<file path="config.mk">
export PLATFORM = sky130hd
export DESIGN_NAME = demux_18_seq
export DESIGN_NICKNAME = d
export VERILOG_FILES = /design/src/rtl/demux_18_seq.sv
export SDC_FILE = /design/constraint.sdc
export NUM_CORES = 1
export LEC_CHECK = 0
export ABC_CLOCK_PERIOD_IN_PS = 2009
export CAP_MARGIN = 20
export CORE_UTILIZATION = 30
export DETAILED_ROUTE_END_ITERATION = 10
export GPL_ROUTABILITY_DRIVEN = 0
export SYNTH_ARGS = -nofsm -noshare
export SYNTH_HDL_FRONTEND = slang
export SYNTH_SLANG_ARGS = --single-unit
</file>
<file path="constraint.sdc">
create_clock -name clk -period 2.01 [get_ports clk]
set_clock_uncertainty 0.2 [all_clocks]
set_input_delay 0.201 -clock clk [delete_from_list [all_inputs] [get_ports clk]]
set_output_delay 0.201 -clock clk [all_outputs]
set_load 0.02 [all_outputs]
</file>
<file path="src/rtl/demux_18_seq.sv">
`default_nettype none
// ============================================================================
//  Module      : demux_18_seq
//  Description : Registered 1-to-8 demultiplexer for a serial bit stream.
//                Addressed mode (mode=0) writes din into y[{a2,a1,a0}].
//                Auto mode (mode=1) steps an internal pointer 0..7, so the
//                first bit lands in y[0] and the eighth in y[7]. It then
//                presents the assembled byte on `word` through a
//                valid/ready handshake.
//
//  Ports
//    clk, rst            : clock, synchronous active-high reset
//    clr                 : synchronous clear of y/ptr/word_valid/overflow
//                          (word holds its value); lower priority than rst
//    din, din_valid      : serial input bit and its qualifier
//    din_ready           : combinational accept (mode, ptr, word_valid,
//                          word_ready only)
//    mode                : 0 = addressed, 1 = auto-sequence
//    a2, a1, a0          : line select in addressed mode (a2 = MSB)
//    y                   : registered demux outputs
//    strobe              : one-hot pulse for the line written by the
//                          previous transfer
//    word, word_valid,
//    word_ready          : collected byte and its handshake
//    overflow            : sticky flag; set when a frame-completing bit is
//                          offered while the held word blocks it
//
//  Revision    : 1.0  initial release
// ============================================================================
module demux_18_seq #(
    parameter logic [7:0] RESET_VAL = 8'h00
) (
    input  logic       clk,
    input  logic       rst,
    input  logic       clr,
    input  logic       din,
    input  logic       din_valid,
    output logic       din_ready,
    input  logic       mode,
    input  logic       a2,
    input  logic       a1,
    input  logic       a0,
    output logic [7:0] y,
    output logic [7:0] strobe,
    output logic [7:0] word,
    output logic       word_valid,
    input  logic       word_ready,
    output logic       overflow
);

    localparam logic [0:0] S_IDLE = 1'b0;
    localparam logic [0:0] S_FILL = 1'b1;
    localparam logic [2:0] c_LAST = 3'd7;

    logic [0:0] r_state;
    logic [0:0] w_state_nxt;
    logic [2:0] r_ptr;
    logic [7:0] r_y;
    logic [7:0] r_strobe;
    logic [7:0] r_word;
    logic       r_word_valid;
    logic       r_overflow;

    logic       w_din_ready;
    logic       w_last;
    logic       w_xfer;
    logic       w_complete;
    logic       w_accept;
    logic [2:0] w_idx;

    // ------------------------------------------------------------------
    // State register
    // ------------------------------------------------------------------
    always_ff @(posedge clk) begin
        if (rst || clr) begin
            r_state <= S_IDLE;
        end else begin
            r_state <= w_state_nxt;
        end
    end

    // ------------------------------------------------------------------
    // Next-state logic: FILL while a partial auto frame is in progress.
    // Leaving auto mode abandons the frame.
    // ------------------------------------------------------------------
    always_comb begin
        w_state_nxt = r_state;
        if (!mode) begin
            w_state_nxt = S_IDLE;
        end else if (w_xfer) begin
            w_state_nxt = (r_ptr == c_LAST) ? S_IDLE : S_FILL;
        end
    end

    // ------------------------------------------------------------------
    // Output / control logic
    // ------------------------------------------------------------------
    always_comb begin
        w_last      = (r_state == S_FILL) && (r_ptr == c_LAST);
        // Only the frame-completing bit stalls: the next frame may fill
        // while the previous word is still waiting to be accepted.
        w_din_ready = !mode || !(r_word_valid && !word_ready && w_last);
        w_xfer      = din_valid && w_din_ready;
        w_complete  = mode && w_xfer && w_last;
        w_accept    = r_word_valid && word_ready;
        w_idx       = mode ? r_ptr : {a2, a1, a0};
    end

    // ------------------------------------------------------------------
    // Datapath registers
    // ------------------------------------------------------------------
    always_ff @(posedge clk) begin
        if (rst) begin
            r_y          <= RESET_VAL;
            r_strobe     <= 8'h00;
            r_word       <= 8'h00;
            r_word_valid <= 1'b0;
            r_overflow   <= 1'b0;
            r_ptr        <= 3'd0;
        end else if (clr) begin
            r_y          <= RESET_VAL;
            r_strobe     <= 8'h00;
            r_word_valid <= 1'b0;
            r_overflow   <= 1'b0;
            r_ptr        <= 3'd0;
        end else begin
            r_strobe <= w_xfer ? (8'h01 << w_idx) : 8'h00;

            if (w_xfer) begin
                r_y[w_idx] <= din;
            end

            if (!mode) begin
                r_ptr <= 3'd0;
            end else if (w_xfer) begin
                r_ptr <= r_ptr + 3'd1;
            end

            // A completion in the same cycle as an accept reloads the word,
            // so word_valid stays high.
            if (w_complete) begin
                r_word       <= {din, r_y[6:0]};
                r_word_valid <= 1'b1;
            end else if (w_accept) begin
                r_word_valid <= 1'b0;
            end

            if (mode && din_valid && w_last && !w_din_ready) begin
                r_overflow <= 1'b1;
            end
        end
    end

    assign din_ready  = w_din_ready;
    assign y          = r_y;
    assign strobe     = r_strobe;
    assign word       = r_word;
    assign word_valid = r_word_valid;
    assign overflow   = r_overflow;

endmodule
`default_nettype wire

</file>
==> metrics.csv <==
stage;metric;value;unit
cts;H-tree levels;2;
critical_path;critical-path maximum fanout;6;
cts;clk_lat worst skew;0.28;ns
critical_path;Arr. time, crit path;1.88;ns
flow_run;Max-Cap Viols;0;
logic_synthesis;syn_nets;133;
cts;TritonCTS Buffers;5;
timing;relative slew slack;69.6;%
run_status;status;finished clean;
logic_synthesis;#FFs+latches synth;30;
grt;first-pass GRT wire length;4.51;mm
grt;grt total ovfl;0;
timing;post-route setup TNS;0;ns
grt;global router's overall resource usage;13.8;%
routing;Via density;4.85;
critical_path;Worst EP required;1.98;ns
critical_path;worst setup path startpoint;r_ptr[0];
cts;clock slew at reported path FFs;0.06;ns
logic_synthesis;ys async rst share;0;%
power;Lkg Pwr;0.672;nW
routing;drt drc;0;
power;Pwr Density;706;nW/um^2
placed_design;Buffers on Ports;36;
finish;Final nets;186;
logic_synthesis;count of different cell masters after synthesis;29;
timing;Hold Vio Cnt, Final;0;
cts;clock sink count;30;
grt;initial antenna violation count;0;
routing;WL final;2.69;mm
routing;Routed Antenna Nets;0;
grt;number of global-route vias before repair;1028;
die;std cell rows;22;
critical_path;CP dominant cell by count;buf_4;
cts;postcts setup bufs;0;
power;total power;1.30;mW
die;DIE WIDTH;65.1;um
critical_path;worst flop-to-flop path startpoint;r_ptr[0];
timing;RSZ-0062 raised after global routing;no;
routing;WL per Instance;12.1;um
placed_design;DP HPWL;2.03;mm
logic_synthesis;Yosys top cell area share;50.3;%
finish;diode count;0;
critical_path;Setup Crit Path Kind;flop to flop;
die;core area;3740;um^2
logic_synthesis;top area cells in the synthesized netlist;dfxtp_1 (50%), mux2i_1 (11%), nor2_1 (6.9%);
timing;Worst-Margin Slew;0.457;ns
die;height of the die;65.1;um
grt;largest net degree at the start of global routing;15;
timing;Final Setup Violations;0;
logic_synthesis;Mean Syn Cell Area;9.88;um^2
timing;Slew Limit Fails;0;
die;total die area;4240;um^2
worst_hold_path;HP Class;flop to flop;
cts;CTS root buffer;clkbuf_8;
logic_synthesis;synth warn;0;
timing;Final Cycle Share;95.1;%
critical_path;CP max stage cell;dfxtp_1;
routing;Vias;1077;
power;peak supply drop;519;uV
critical_path;setup slack, reg-to-reg;0.1;ns
die;Initial Utilization;31.9;%
cts;Bufs on Longest Clock Path;2;
timing;f_max;523;MHz
routing;TritonRoute pass-1 iters;3;
logic_synthesis;post-synthesis cell count;121;
worst_hold_path;Hold Crit Start;overflow;
critical_path;CP Capture Type;flop;
die;num ports;37;
finish;ratio of cells with drive above 1 in the final layout;16.1;%
timing;final worst path period need;1.91;ns
logic_synthesis;most instantiated cells after synthesis;dfxtp_1 (30), nor2_1 (22), mux2i_1 (13);
critical_path;CP cell instances;ha_1 -> ha_2 -> and3_2 -> buf_4 -> a21boi_4 -> buf_4 -> xnor2_1 -> nor2_1;
logic_synthesis;cell area after synthesis;1190;um^2
critical_path;CP startpoint kind;flop;
routing;iteration-0 DRC count of the detailed router;30;
timing;worst hold slack;0.268;ns
cts;CTS tree;done;
logic_synthesis;Post-synth EDFFs;0;
logic_synthesis;post-synthesis sequential area ratio;50.3;%
logic_synthesis;most common cell in the netlist;dfxtp_1;
logic_synthesis;largest area contributor in the netlist;dfxtp_1;
logic_synthesis;Most used DFF post-synth;dfxtp_1;
cts;Hold Buf Count CTS;0;
critical_path;slowest cell delay on critical path;0.31;ns
finish;area grow syn2layout;53.8;%
[final cells by class]
cell class | count | area [um^2]
clock buffers | 6 | 82.6
clock inverters | 1 | 30.0
fillers | 363 | 1910
inverters | 1 | 3.75
multi-input cells | 85 | 581
flip-flops and latches | 30 | 601
well taps | 48 | 60.1
repair buffers | 51 | 480
[registers in the layout, summed over array words and instances, names as in the netlist]
signal      cells
word            8
overflow        1
r_state         1
word_valid      1
strobe          8
r_ptr           3
y               8
[final timing paths]
kind                    to  cells past startpoint
setup / recovery  r_ptr[0]                      8
hold / removal    overflow                      1
setup reg to reg  r_ptr[0]                      8
hold reg to reg   overflow                      1
[report_power, final]
group          switching, mW  internal [mW]
registers            0.00282          0.599
logic                 0.0480         0.0451
clock network          0.207          0.396
total                  0.258           1.04
[stage by stage]
step	std cells	cell area [um^2]	utilization, %	setup slack [ns]
2_1_floorplan	121	1200	-	0.0314
3_3_place_gp	215	1720	46.0	-0.0232
3_5_place_dp	215	1720	46.0	-0.0924
4_1_cts	222	1830	49.0	0.0189
5_1_grt	222	1840	49.1	0.00813
6_report	222	1840	49.1	0.0991
[kinds of logic after synthesis]
logic type / Yosys count / share of synthesized area, %
compound gates: 21 / 14.9
buf+inv: 6 / 1.99
flops: 30 / 50.3
xor+xnor: 1 / 0.733
mux: 13 / 10.9
fa+ha+maj: 2 / 2.09
simple gates: 48 / 19.2
[cells in the final DEF, fill, tap and decap left out, drive strengths merged, types with 4 or more instances in the layout]
master,netlist,routed
buf,1,15
clkbuf,4,7
clkdlybuf4s50,0,35
dfxtp,30,30
mux2i,13,13
nand2,11,11
nand3b,4,4
nor2,22,22
o311ai,4,4
o41ai,4,4
[metal layers]
layer  up-vias  wire (um)  part of all wire (%)  global-route usage (%)
met5         -          0                     0                       0
met3         7        123                   4.6                    4.17
met4         0         34                   1.3                    5.71
met1       500       1270                    47                    16.9
met2        27       1270                    47                    22.4
li1        543          -                     -                       -
[repair_timing]
item / 4_1_cts / 5_1_grt
hold endpoints to repair: 0 / 0
pin swaps: 0 / 1
endpoints found under the setup margin: 1 / 18
resized for setup: 1 / 6
[critical path: cells and delay by family, from the launching register on]
family / cells / cell delay, ns
adders and majority gates: 2 / 0.40
xor gates and xnor gates: 1 / 0.11
buffers and inverters: 2 / 0.31
AOI/OAI and AO/OA: 1 / 0.21
DFF: 1 / 0.31
and+or+nand+nor: 2 / 0.26
Note: power is estimated with default switching activity, not from simulation.
